$ cat src/rtl/pmod_als_spi_responder_if.sv
// -----------------------------------------------------------------------------
// pmod_als_spi_responder_if
//
// Purpose: the four SPI pins between a Pmod ALS style master and the emulated
//          ADC081S021 sensor side.
//
// Signals:
//   cs      chip select, active low, driven by the master
//   sck     serial clock, idle high, driven by the master
//   sdo     serial data from the sensor side to the master
//   sdo_oe  output enable for an external tri-state buffer on sdo
//
// Modports:
//   master  drives cs/sck, receives sdo/sdo_oe
//   slave   receives cs/sck, drives sdo/sdo_oe
// -----------------------------------------------------------------------------
interface pmod_als_spi_responder_if;
    logic cs;
    logic sck;
    logic sdo;
    logic sdo_oe;

    modport master (
        output cs,
        output sck,
        input  sdo,
        input  sdo_oe
    );

    modport slave (
        input  cs,
        input  sck,
        output sdo,
        output sdo_oe
    );
endinterface : pmod_als_spi_responder_if

$ cat src/rtl/pmod_als_spi_responder.sv
// -----------------------------------------------------------------------------
// pmod_als_spi_responder
//
// Purpose: emulates the ADC081S021 light-sensor ADC of a Pmod ALS. A master on
//          the same board clocks 16-bit frames {3'b000, data[7:0], 5'b00000}
//          out of this block, MSB first. The 8-bit data comes from a hold
//          register that user logic loads through sample/sample_load.
//
// Parameters:
//   sync_stages   synchronizer depth on cs and sck, legal range 2..4
//   reset_sample  value of the hold register after reset
//
// Ports:
//   clock        system clock
//   reset        asynchronous, active-high reset
//   spi          slave side of the SPI pin bundle (cs, sck in; sdo, sdo_oe out)
//   sample       next light value
//   sample_load  one-cycle strobe capturing sample into the hold register
//   busy         high from detected cs fall to detected cs rise
//   frame_done   one-cycle pulse after the 16th sck rise of a frame
//   frame_count  number of complete frames, wraps at 16'hFFFF
// -----------------------------------------------------------------------------
module pmod_als_spi_responder #(
    parameter int          sync_stages  = 2,
    parameter logic [7:0]  reset_sample = 8'h00
) (
    input  logic                            clock,
    input  logic                            reset,
    pmod_als_spi_responder_if.slave         spi,
    input  logic [7:0]                      sample,
    input  logic                            sample_load,
    output logic                            busy,
    output logic                            frame_done,
    output logic [15:0]                     frame_count
);

    typedef enum logic [1:0] {
        IDLE  = 2'd0,
        SHIFT = 2'd1,
        DONE  = 2'd2
    } state_t;

    localparam logic [4:0] last_bit = 5'd15;

    // -------------------------------------------------------------------------
    // Synchronizers and edge detection
    // -------------------------------------------------------------------------
    logic [sync_stages-1:0] cs_sync;
    logic [sync_stages-1:0] sck_sync;
    logic                   cs_prev;
    logic                   sck_prev;
    logic                   cs_fall;
    logic                   cs_rise;
    logic                   sck_fall;
    logic                   sck_rise;

    // Both lines idle high, so the chain resets to 1: releasing reset with
    // the lines idle must not look like a falling edge.
    // NOTE: sequential state is always written with <=, so every flop in a
    // clocked block samples the values from before the edge.
    always_ff @(posedge clock or posedge reset) begin
        if (reset) begin
            cs_sync  <= '1;
            sck_sync <= '1;
            cs_prev  <= 1'b1;
            sck_prev <= 1'b1;
            cs_fall  <= 1'b0;
            cs_rise  <= 1'b0;
            sck_fall <= 1'b0;
            sck_rise <= 1'b0;
        end else begin
            cs_sync  <= {cs_sync[sync_stages-2:0], spi.cs};
            sck_sync <= {sck_sync[sync_stages-2:0], spi.sck};
            cs_prev  <= cs_sync[sync_stages-1];
            sck_prev <= sck_sync[sync_stages-1];
            // Edge pulses are registered so the FSM sees clean one-cycle
            // strobes from a single flop each.
            cs_fall  <= cs_prev & ~cs_sync[sync_stages-1];
            cs_rise  <= ~cs_prev & cs_sync[sync_stages-1];
            sck_fall <= sck_prev & ~sck_sync[sync_stages-1];
            sck_rise <= ~sck_prev & sck_sync[sync_stages-1];
        end
    end

    // -------------------------------------------------------------------------
    // Hold register: loadable at any time; a frame copies it at cs fall, so a
    // load during a frame only shows up in the next one.
    // -------------------------------------------------------------------------
    logic [7:0]  hold_q;
    logic [15:0] frame_word;

    always_ff @(posedge clock or posedge reset) begin
        if (reset) begin
            hold_q <= reset_sample;
        end else if (sample_load) begin
            hold_q <= sample;
        end
    end

    assign frame_word = {3'b000, hold_q, 5'b00000};

    // -------------------------------------------------------------------------
    // Frame FSM: state register / next state / outputs
    // -------------------------------------------------------------------------
    state_t     state_q;
    state_t     state_d;
    logic [4:0] bit_count_q;
    logic       last_rise;

    // The 16th counted rise of a frame; a simultaneous cs rise aborts instead.
    assign last_rise = (state_q == SHIFT) && !cs_rise && sck_rise &&
                       (bit_count_q == last_bit);

    always_ff @(posedge clock or posedge reset) begin
        if (reset) begin
            state_q <= IDLE;
        end else begin
            state_q <= state_d;
        end
    end

    // NOTE: the default assignment at the top of a combinational block keeps
    // every path assigned, so no latch is inferred.
    always_comb begin
        state_d = state_q;
        case (state_q)
            IDLE: begin
                if (cs_fall) begin
                    state_d = SHIFT;
                end
            end
            SHIFT: begin
                if (cs_rise) begin
                    state_d = IDLE;
                end else if (last_rise) begin
                    state_d = DONE;
                end
            end
            DONE: begin
                if (cs_rise) begin
                    state_d = IDLE;
                end
            end
            default: state_d = IDLE;
        endcase
    end

    always_comb begin
        busy       = (state_q != IDLE);
        spi.sdo_oe = (state_q != IDLE);
    end

    // -------------------------------------------------------------------------
    // Shift datapath, sdo register and frame counter
    // -------------------------------------------------------------------------
    logic [15:0] shift_q;
    logic        sdo_q;
    logic        frame_done_q;
    logic [15:0] frame_count_q;

    always_ff @(posedge clock or posedge reset) begin
        if (reset) begin
            shift_q       <= '0;
            bit_count_q   <= '0;
            sdo_q         <= 1'b0;
            frame_done_q  <= 1'b0;
            frame_count_q <= '0;
        end else begin
            frame_done_q <= 1'b0;
            case (state_q)
                IDLE: begin
                    if (cs_fall) begin
                        shift_q     <= frame_word;
                        sdo_q       <= frame_word[15];
                        bit_count_q <= '0;
                    end
                end
                SHIFT: begin
                    if (cs_rise) begin
                        sdo_q <= 1'b0;
                    end else if (sck_rise) begin
                        bit_count_q <= bit_count_q + 5'd1;
                        if (last_rise) begin
                            sdo_q         <= 1'b0;
                            frame_done_q  <= 1'b1;
                            frame_count_q <= frame_count_q + 16'd1;
                        end
                    end else if (sck_fall && (bit_count_q != 5'd0)) begin
                        // The master's first sck fall precedes its first
                        // sample, so bit 15 must stay on sdo until one rise
                        // has been counted; later falls advance the word.
                        shift_q <= {shift_q[14:0], 1'b0};
                        sdo_q   <= shift_q[14];
                    end
                end
                DONE: begin
                    // Extra clocks are ignored; the counter rests at 16.
                    sdo_q <= 1'b0;
                end
                default: sdo_q <= 1'b0;
            endcase
        end
    end

    assign spi.sdo     = sdo_q;
    assign frame_done  = frame_done_q;
    assign frame_count = frame_count_q;

endmodule : pmod_als_spi_responder

$ cat src/flat_wrapper.sv
// flat-port wrapper written by rule: the top's interface ports become plain ports
module pmod_als_spi_responder_flat 
#(
    parameter int          sync_stages  = 2,
    parameter logic [7:0]  reset_sample = 8'h00
)
  (clock, reset, sample, sample_load, busy, frame_done, frame_count, spi_cs, spi_sck, spi_sdo, spi_sdo_oe);
  pmod_als_spi_responder_if spi_i ();
  input  logic clock;
  input  logic reset;
  input  logic [7:0] sample;
  input  logic sample_load;
  output logic busy;
  output logic frame_done;
  output logic [15:0] frame_count;
  input wire logic [$bits(spi_i.cs)-1:0] spi_cs;
  input wire logic [$bits(spi_i.sck)-1:0] spi_sck;
  output wire logic [$bits(spi_i.sdo)-1:0] spi_sdo;
  output wire logic [$bits(spi_i.sdo_oe)-1:0] spi_sdo_oe;
  assign spi_i.cs = spi_cs;
  assign spi_i.sck = spi_sck;
  assign spi_sdo = spi_i.sdo;
  assign spi_sdo_oe = spi_i.sdo_oe;
  pmod_als_spi_responder #(.sync_stages(sync_stages), .reset_sample(reset_sample)) u_core (.clock(clock), .reset(reset), .spi(spi_i), .sample(sample), .sample_load(sample_load), .busy(busy), .frame_done(frame_done), .frame_count(frame_count));
endmodule
$ cat config.mk
export PLATFORM = sky130hd
export DESIGN_NAME = pmod_als_spi_responder_flat
export DESIGN_NICKNAME = d
export VERILOG_FILES = /design/src/rtl/pmod_als_spi_responder_if.sv /design/src/rtl/pmod_als_spi_responder.sv /design/src/flat_wrapper.sv
export SDC_FILE = /design/constraint.sdc
export NUM_CORES = 1
export LEC_CHECK = 0
export CAP_MARGIN = 20
export CELL_PAD_IN_SITES_DETAIL_PLACEMENT = 1
export CELL_PAD_IN_SITES_GLOBAL_PLACEMENT = 1
export CORE_UTILIZATION = 40
export DETAILED_ROUTE_END_ITERATION = 6
export PLACE_DENSITY_LB_ADDON = 0.3
export SKIP_LAST_GASP = 1
export SYNTH_ARGS = -nofsm -noshare
export SYNTH_HDL_FRONTEND = slang
export SYNTH_SLANG_ARGS = --single-unit
$ cat constraint.sdc
create_clock -name clock -period 5.85 [get_ports clock]
set_clock_uncertainty 0.1 [all_clocks]
set_input_delay 1.17 -clock clock [delete_from_list [all_inputs] [get_ports clock]]
set_output_delay 1.17 -clock clock [all_outputs]
set_load 0.005 [all_outputs]
======== Word level (Yosys, flattened, before mapping) ========
Index checks and enable logic that the tools add are counted.
operators by class
  $add $sub $neg .......................... 2
  equality and inequality tests ........... 12
  mux-type cells .......................... 24
  bitwise logic cells ..................... 9
  reductions and logical operators ........ 14
operators by type and width
  operator                                                number
  two-way mux 15 bit                                      4
  one-hot mux 15 bit (2 select lines)                     1
  adder 16 x 1 -> 16 bit (second input constant)          1
  two-way mux 5 bit                                       3
  one-hot mux 5 bit (2 select lines)                      1
  two-way mux 1 bit                                       9
  two-way mux 2 bit                                       4
  AND reduction 4 bit                                     2
  inequality test 2 x 1 -> 1 bit (second input constant)  3
  inequality test 2 bit (second input constant)           3
  one-hot mux 2 bit (3 select lines)                      1
  AND reduction 3 bit                                     2
  adder 5 x 1 -> 5 bit (second input constant)            1
  equality test 5 x 4 -> 1 bit (second input constant)    1
  inverter 1 bit                                          5
  AND reduction 5 bit                                     1
  nonzero test 5 bit                                      1
  bitwise AND 1 bit                                       4
  logical AND 1 bit                                       4
  inequality test 4 x 2 -> 1 bit (second input constant)  1
  inequality test 4 x 3 -> 1 bit (second input constant)  1
  nonzero test 2 bit                                      2
  inequality test 3 x 1 -> 1 bit (second input constant)  1
  equality test 2 x 1 -> 1 bit (second input constant)    1
  other kinds (4)                                         4
word-level totals
  flip-flop bits (word level) ............. 58
  bits of input ports ..................... 13
  output and inout bits ................... 20

======== Logic depth before layout (Yosys ltp) ========
Gate-level depths: netlist of run 1.
  word-level depth ........................ 8
  mapped depth ............................ 7

======== Worst setup path after synthesis of run 1 ========
No wires, ideal clock.
  kind .................................... register -> output
  from .................................... register u_core.state_q[0]
  to ...................................... output port spi_sdo_oe
  data arrival time ....................... 948 ps
  path slack .............................. 3632 ps
  cell stages (with the launch flop) ...... 4
  buffers on the path ..................... 2
  cell sequence ........................... dfrtp_1 buf_2 or2_2 buf_4
between the ends
  cells in the longest elaborated chain, start to end .. 1
ends and longest elaborated chain
  what                    line                           source
  start, declared         pmod_als_spi_responder.sv:105  state_t state_q;
  start signal, assigned  pmod_als_spi_responder.sv:118  state_q <= state_d;
  nonzero test 2 bit      n/a
  end, declared           flat_wrapper.sv:19             output wire logic [$bits(spi_i.sdo_oe)-1:0] spi_sdo_oe;
No other way between the ends.

======== Worst setup path after layout of run 1 ========
  from .................................... register u_core.state_q[0]
  to ...................................... output port busy
between the ends
  cells in the longest elaborated chain, start to end .. 1
ends and longest elaborated chain
  what                line                           source
  nonzero test 2 bit  pmod_als_spi_responder.sv:149  busy = (state_q != IDLE);
  end, declared       flat_wrapper.sv:13             output logic busy;
No other way between the ends.

==> summary.txt, run 1 <==
slowest stage delay, CP = 470 ps
Final Cycle Share = 0.489
final slew viol count = 0
die height = 77.4 um
Peak Freq = 350 MHz
Mapped Area = 2270 um^2
Post-Syn Nets = 208
Num CTS Buffers = 5
FF+latch count, synth = 53
Max VDD drop = 0.134 mV
DIE WIDTH = 77.4 um
Nets = 241
Clock transition at path regs = 90 ps
sequential share of the synthesized area = 0.587
Antenna Cells = 0
Slew headroom = 0.557
Clock Latency Late Sink = 300 ps
Power Dens Cells = 284 nW/um^2
critical path fanouts, max = 10
io pins = 33
Setup Crit Path Kind = register to output port
Final Wtd Congestion = 0.805
worst-case clock buffer depth = 2
port bufs = 32
Critical Path AT = 1590 ps
hold-fix buffer count after cts = 0
drt wl/cell = 14.1 um
cell count after synthesis = 191
DR vias = 1497
post-synth cell types = 39
Resized Gates After CTS = 0
min cycle time layout = 2860 ps
top cell type's share of synthesized area = 0.518
Core ar. = 5510 um^2
clock sinks = 53
layout cell share with drive strength beyond 1 = 0.138
Die Footprint = 5990 um^2
top cell type by total area after synthesis = dfrtp_1
ranking of synthesized cells by area = dfrtp_1 52%, dfstp_2 6.9%, mux2_2 4.5%, xor2_1 3.9%, xnor2_1 2.7%
status = finished, final reports clean
Avg Cell Area, Syn = 11.9 um^2
DRT antenna net count = 0
Worst-Margin Slew = 664 ps
largest net degree at the start of global routing = 54
CP max-delay cell = dfrtp_1
routed wire length = 4190 um
Synth Warn # = 0
dpl hpwl = 3010 um
RSZ-0062 raised after global routing = no
Min-Delay Path Class = register to register
Worst setup EP type = output port
H-tree depth = 2
area delta synth->final = 21.1%
Fill cells = 601
crit start category = register
Placed Area = 2650 um^2
vias in the first global route = 1563
Leak = 1.23 nW
grt ovf = 0
# Post-CTS Setup Buffers = 0
Finished Cell Area = 2750 um^2
max_cap viols = 0
final setup vio count = 0
CTS Root Cell = clkbuf_8
detailed-route DRC error count = 0
Final Hold Viols = 0
starting density of the core = 0.413
first-pass GRT wire length = 7310 um
CTS tree = yes
Iter 0 DRT Violations = 64
gr usage total = 0.154
Critical Path, Cell by Cell = or2_2 > clkdlybuf4s50_1
setup TNS = 0 ps
CP Data Required Time = 4580 ps
initial antenna violation count = 0
row count = 27
drt pass-1 iters = 4
most frequent cells in the layout = 47 x dfrtp_1, 32 x clkdlybuf4s50_1, 12 x nand2_1, 12 x inv_1
commonest non-fill, non-tap cell in the layout = dfrtp_1
DR vias/cell = 5.04
## flip-flops by register name (all words and copies together), names as in the netlist, 2 cells and up
name / count
u_core.frame_count: 16
u_core.shift_q: 10
u_core.hold_q: 8
u_core.bit_count_q: 5
u_core.cs_sync: 2
u_core.sck_sync: 2
u_core.state_q: 2
## per-stage QoR
step	std cells	total power [mW]	hold WS [ps]	utilization	setup slack [ps]
4_1_cts	297	0.793	263	0.500	2980
3_3_place_gp	289	0.564	246	0.481	3340
5_1_grt	297	0.825	267	0.500	2920
6_report	297	0.781	261	0.500	2990
2_1_floorplan	191	0.534	245	-	3300
3_5_place_dp	289	0.572	249	0.481	3310
## report_power, final
part | switching, mW | internal [mW] | total, mW
Sequential | 0.0280 | 0.410 | 0.438
Combinational | 0.0613 | 0.0623 | 0.124
Clock | 0.112 | 0.107 | 0.219
Total | 0.201 | 0.579 | 0.781
## area by class of cell
type	instances	area [um^2]	share of cell area
inverters	14	52.6	0.0191
multi-input cells	117	846	0.307
clock buffers	7	96.3	0.0350
well taps	72	90.1	0.0327
clock inverters	1	5.00	0.00182
flip-flops and latches	53	1330	0.485
repair buffers	33	328	0.119
## Yosys cell counts
cell type  number
nand4bb_1       1
o21ai_0         3
o211ai_1        1
dfrtp_1        47
nand2b_1        3
and2_4          1
mux2_2          9
and4bb_1        1
and4_1          2
o22ai_1         7
nand4_1         5
nor2b_1         5
inv_1          13
and2_1          1
a32o_1          3
o32ai_1         1
dfstp_2         6
or4b_4          1
a21oi_1         2
or2_2           1
buf_6           1
o21ai_4         1
nor3b_1         1
nand3_1         8
buf_2           2
buf_4           1
clkbuf_1        3
or3b_1          1
nand3b_1        2
nor3_1          3
inv_2           1
a21oi_4         1
xor2_1         10
ha_1            4
nor2_1         10
xnor2_1         7
and3_1          3
nand2_1        12
a22oi_1         7
## routing by layer
layer  track usage  share of wire
met1         0.205           0.48
met2         0.250           0.48
met3        0.0353          0.027
met4        0.0453         0.0086
met5             0              0
## cell families (layout without fill, tap and decap cells)
kind of cell               count (synthesis)  after routing  synth area share
buffers and inverters                     21             55            0.0407
and+or+nand+nor                           61             61             0.152
muxes                                      9              9            0.0446
xor gates and xnor gates                  17             17            0.0655
AOI/OAI and AO/OA                         26             26            0.0881
adders and majority gates                  4              4            0.0220
DFF                                       53             53             0.587
## final timing paths
kind,slack (ps),from,depth (start not counted),to
max in group asynchronous,3930,reset,3,u_core.frame_count[7]$_DFFE_PP0P_
setup / recovery,2990,u_core.state_q[0]$_DFFE_PP0P_,2,busy
min in group asynchronous,1280,reset,3,u_core.frame_count[15]$_DFFE_PP0P_
hold / removal,260,u_core.sck_sync[0]$_DFF_PP1_,0,u_core.sck_sync[1]$_DFF_PP1_
hold reg to reg,260,u_core.sck_sync[0]$_DFF_PP1_,0,u_core.sck_sync[1]$_DFF_PP1_
setup reg to reg,3820,u_core.state_q[0]$_DFFE_PP0P_,4,u_core.shift_q[8]$_DFFE_PP0P_
## critical path, delay by kind of cell (launching register included)
kind | cells | cell delay, ps
buffers and inverters | 1 | 450
and+or+nand+nor | 1 | 370
DFF | 1 | 470
No activity file was read; power rests on OpenSTA's default activity.
==> run 2: changes to the inputs <==
CORE_UTILIZATION = 38   (was 40)
clock period = 2.5 ns   (was 5.85 ns; I/O delays follow)
==> summary.txt, run 2 (same netlist as run 1, synthesis figures left out) <==
vias in the first global route = 1579
CP max-delay cell = dfrtp_1
layout cell share with drive strength beyond 1 = 0.137
H-tree depth = 2
Reg2Reg Capture Point = u_core.shift_q[10]$_DFFE_PP0P_
Min-Delay Path Class = register to register
min cycle time layout = 2180 ps
routed wire length = 4190 um
grt ovf = 0
CTS Root Cell = clkbuf_8
gr usage total = 0.158
slowest stage delay, CP = 470 ps
Critical Path AT = 1580 ps
Clock Latency Late Sink = 300 ps
status = finished, final reports clean
setup TNS = 0 ps
max_cap viols = 0
worst-case clock buffer depth = 2
dpl hpwl = 3050 um
Slew headroom = 0.662
clock sinks = 53
port bufs = 32
Antenna Cells = 0
worst hold slack = 259 ps
Power Dens Cells = 643 nW/um^2
Critical Path, Cell by Cell = or2_2 > clkdlybuf4s50_1
DR vias/cell = 5.09
commonest non-fill, non-tap cell in the layout = dfrtp_1
drt wl/cell = 14.1 um
DRT antenna net count = 0
Num CTS Buffers = 5
CP Data Required Time = 1900 ps
Worst setup EP type = output port
DIE WIDTH = 79.3 um
Final Hold Viols = 0
CP top delay family = flip-flops
most frequent cells in the layout = 47 x dfrtp_1, 32 x clkdlybuf4s50_1, 12 x nand2_1, 12 x inv_1
Leak = 1.23 nW
Max VDD drop = 0.328 mV
io pins = 33
row count = 27
detailed-route DRC error count = 0
Final Wtd Congestion = 0.806
buffers and inverters on the worst path = 1
largest net degree at the start of global routing = 37
Hold Path End = u_core.sck_sync[1]$_DFF_PP1_
Peak Freq = 459 MHz
length of routed met3 wiring = 155 um
Iter 0 DRT Violations = 100
final setup vio count = 0
Resized Gates After CTS = 0
crit start category = register
DR vias = 1517
initial antenna violation count = 0
CTS tree = yes
# Post-CTS Setup Buffers = 0
Reg2Reg Depth = 6
Final Cycle Share = 0.872
area delta synth->final = 21.1%
Worst-Margin Slew = 503 ps
final slew viol count = 0
critical path fanouts, max = 8
starting density of the core = 0.403
Clock transition at path regs = 90 ps
Die Footprint = 6290 um^2
die height = 79.3 um
Nets = 242
RR Startpoint = u_core.bit_count_q[0]$_DFFE_PP0P_
Hold Path Cell Cnt = 0
first-pass GRT wire length = 7530 um
drt pass-1 iters = 4
top sig layer = met4
Core ar. = 5640 um^2
register-to-register setup slack = 570 ps
HP Start = u_core.sck_sync[0]$_DFF_PP1_
met2 WL = 1880 um
met1 wire length = 2090 um
Setup Crit Path Kind = register to output port
RSZ-0062 raised after global routing = no
hold-fix buffer count after cts = 0
max reg flops = 16
Pwr Total = 1.77 mW
run 2: cell count changes in the layout (fill, tap and decap cells not counted):
cell | before | now
clkbuf_8 | 7 | 5
clkbuf_1 | 0 | 1
clkinv_2 | 1 | 2
buf_12 | 0 | 1
run 2: area by class of cell:
| type | instances | area, um^2 |
|---|---|---|
| fillers | 598 | 2890 |
| flip-flops and latches | 53 | 1330 |
| multi-input cells | 117 | 846 |
| repair buffers | 34 | 348 |
| well taps | 72 | 90.1 |
| clock buffers | 6 | 72.6 |
| inverters | 14 | 52.6 |
| clock inverters | 2 | 10.0 |
run 2: worst max path at each step:
| stage | cells past startpoint | endpoint | start |
|---|---|---|---|
| global route | 2 | busy | u_core.state_q[0]$_DFFE_PP0P_ |
| detailed placement | 6 | u_core.shift_q[10]$_DFFE_PP0P_ | u_core.bit_count_q[0]$_DFFE_PP0P_ |
| finish | 2 | spi_sdo_oe | u_core.state_q[1]$_DFFE_PP0P_ |
| floorplan | 1 | u_core.bit_count_q[0]$_DFFE_PP0P_ | reset |
| global placement | 6 | u_core.shift_q[11]$_DFFE_PP0P_ | u_core.bit_count_q[0]$_DFFE_PP0P_ |
| CTS | 2 | spi_sdo_oe | u_core.state_q[0]$_DFFE_PP0P_ |
run 2: worst reg2reg max path, cell delays in order, from the launching register on:
cell and delay [ps]:
dfrtp_1 410, inv_1 100, ha_1 140, or4b_4 460
and2_4 200, o21ai_4 260, a22oi_1 150
run 2: layer usage:
metal | vias to the layer above | track usage
met2 | 24 | 0.240
met3 | 7 | 0.0414
li1 | 720 | -
met1 | 766 | 0.218
met5 | - | 0
met4 | 0 | 0.0545
run 2: power by group:
| group | total, mW | switching (mW) | internal (mW) |
|---|---|---|---|
| Clock | 0.453 | 0.259 | 0.194 |
| Combinational | 0.296 | 0.144 | 0.151 |
| Sequential | 1.02 | 0.0620 | 0.959 |
run 2: metrics by stage:
stage                     cells  area (um^2)  utilization  worst slack, ps
final                       298         2750        0.488              320
after global routing        298         2750        0.488              221
after CTS                   298         2750        0.488              300
after detailed placement    290         2670        0.473              570
after global placement      290         2670        0.473              632
after floorplan             191         2270            -              624
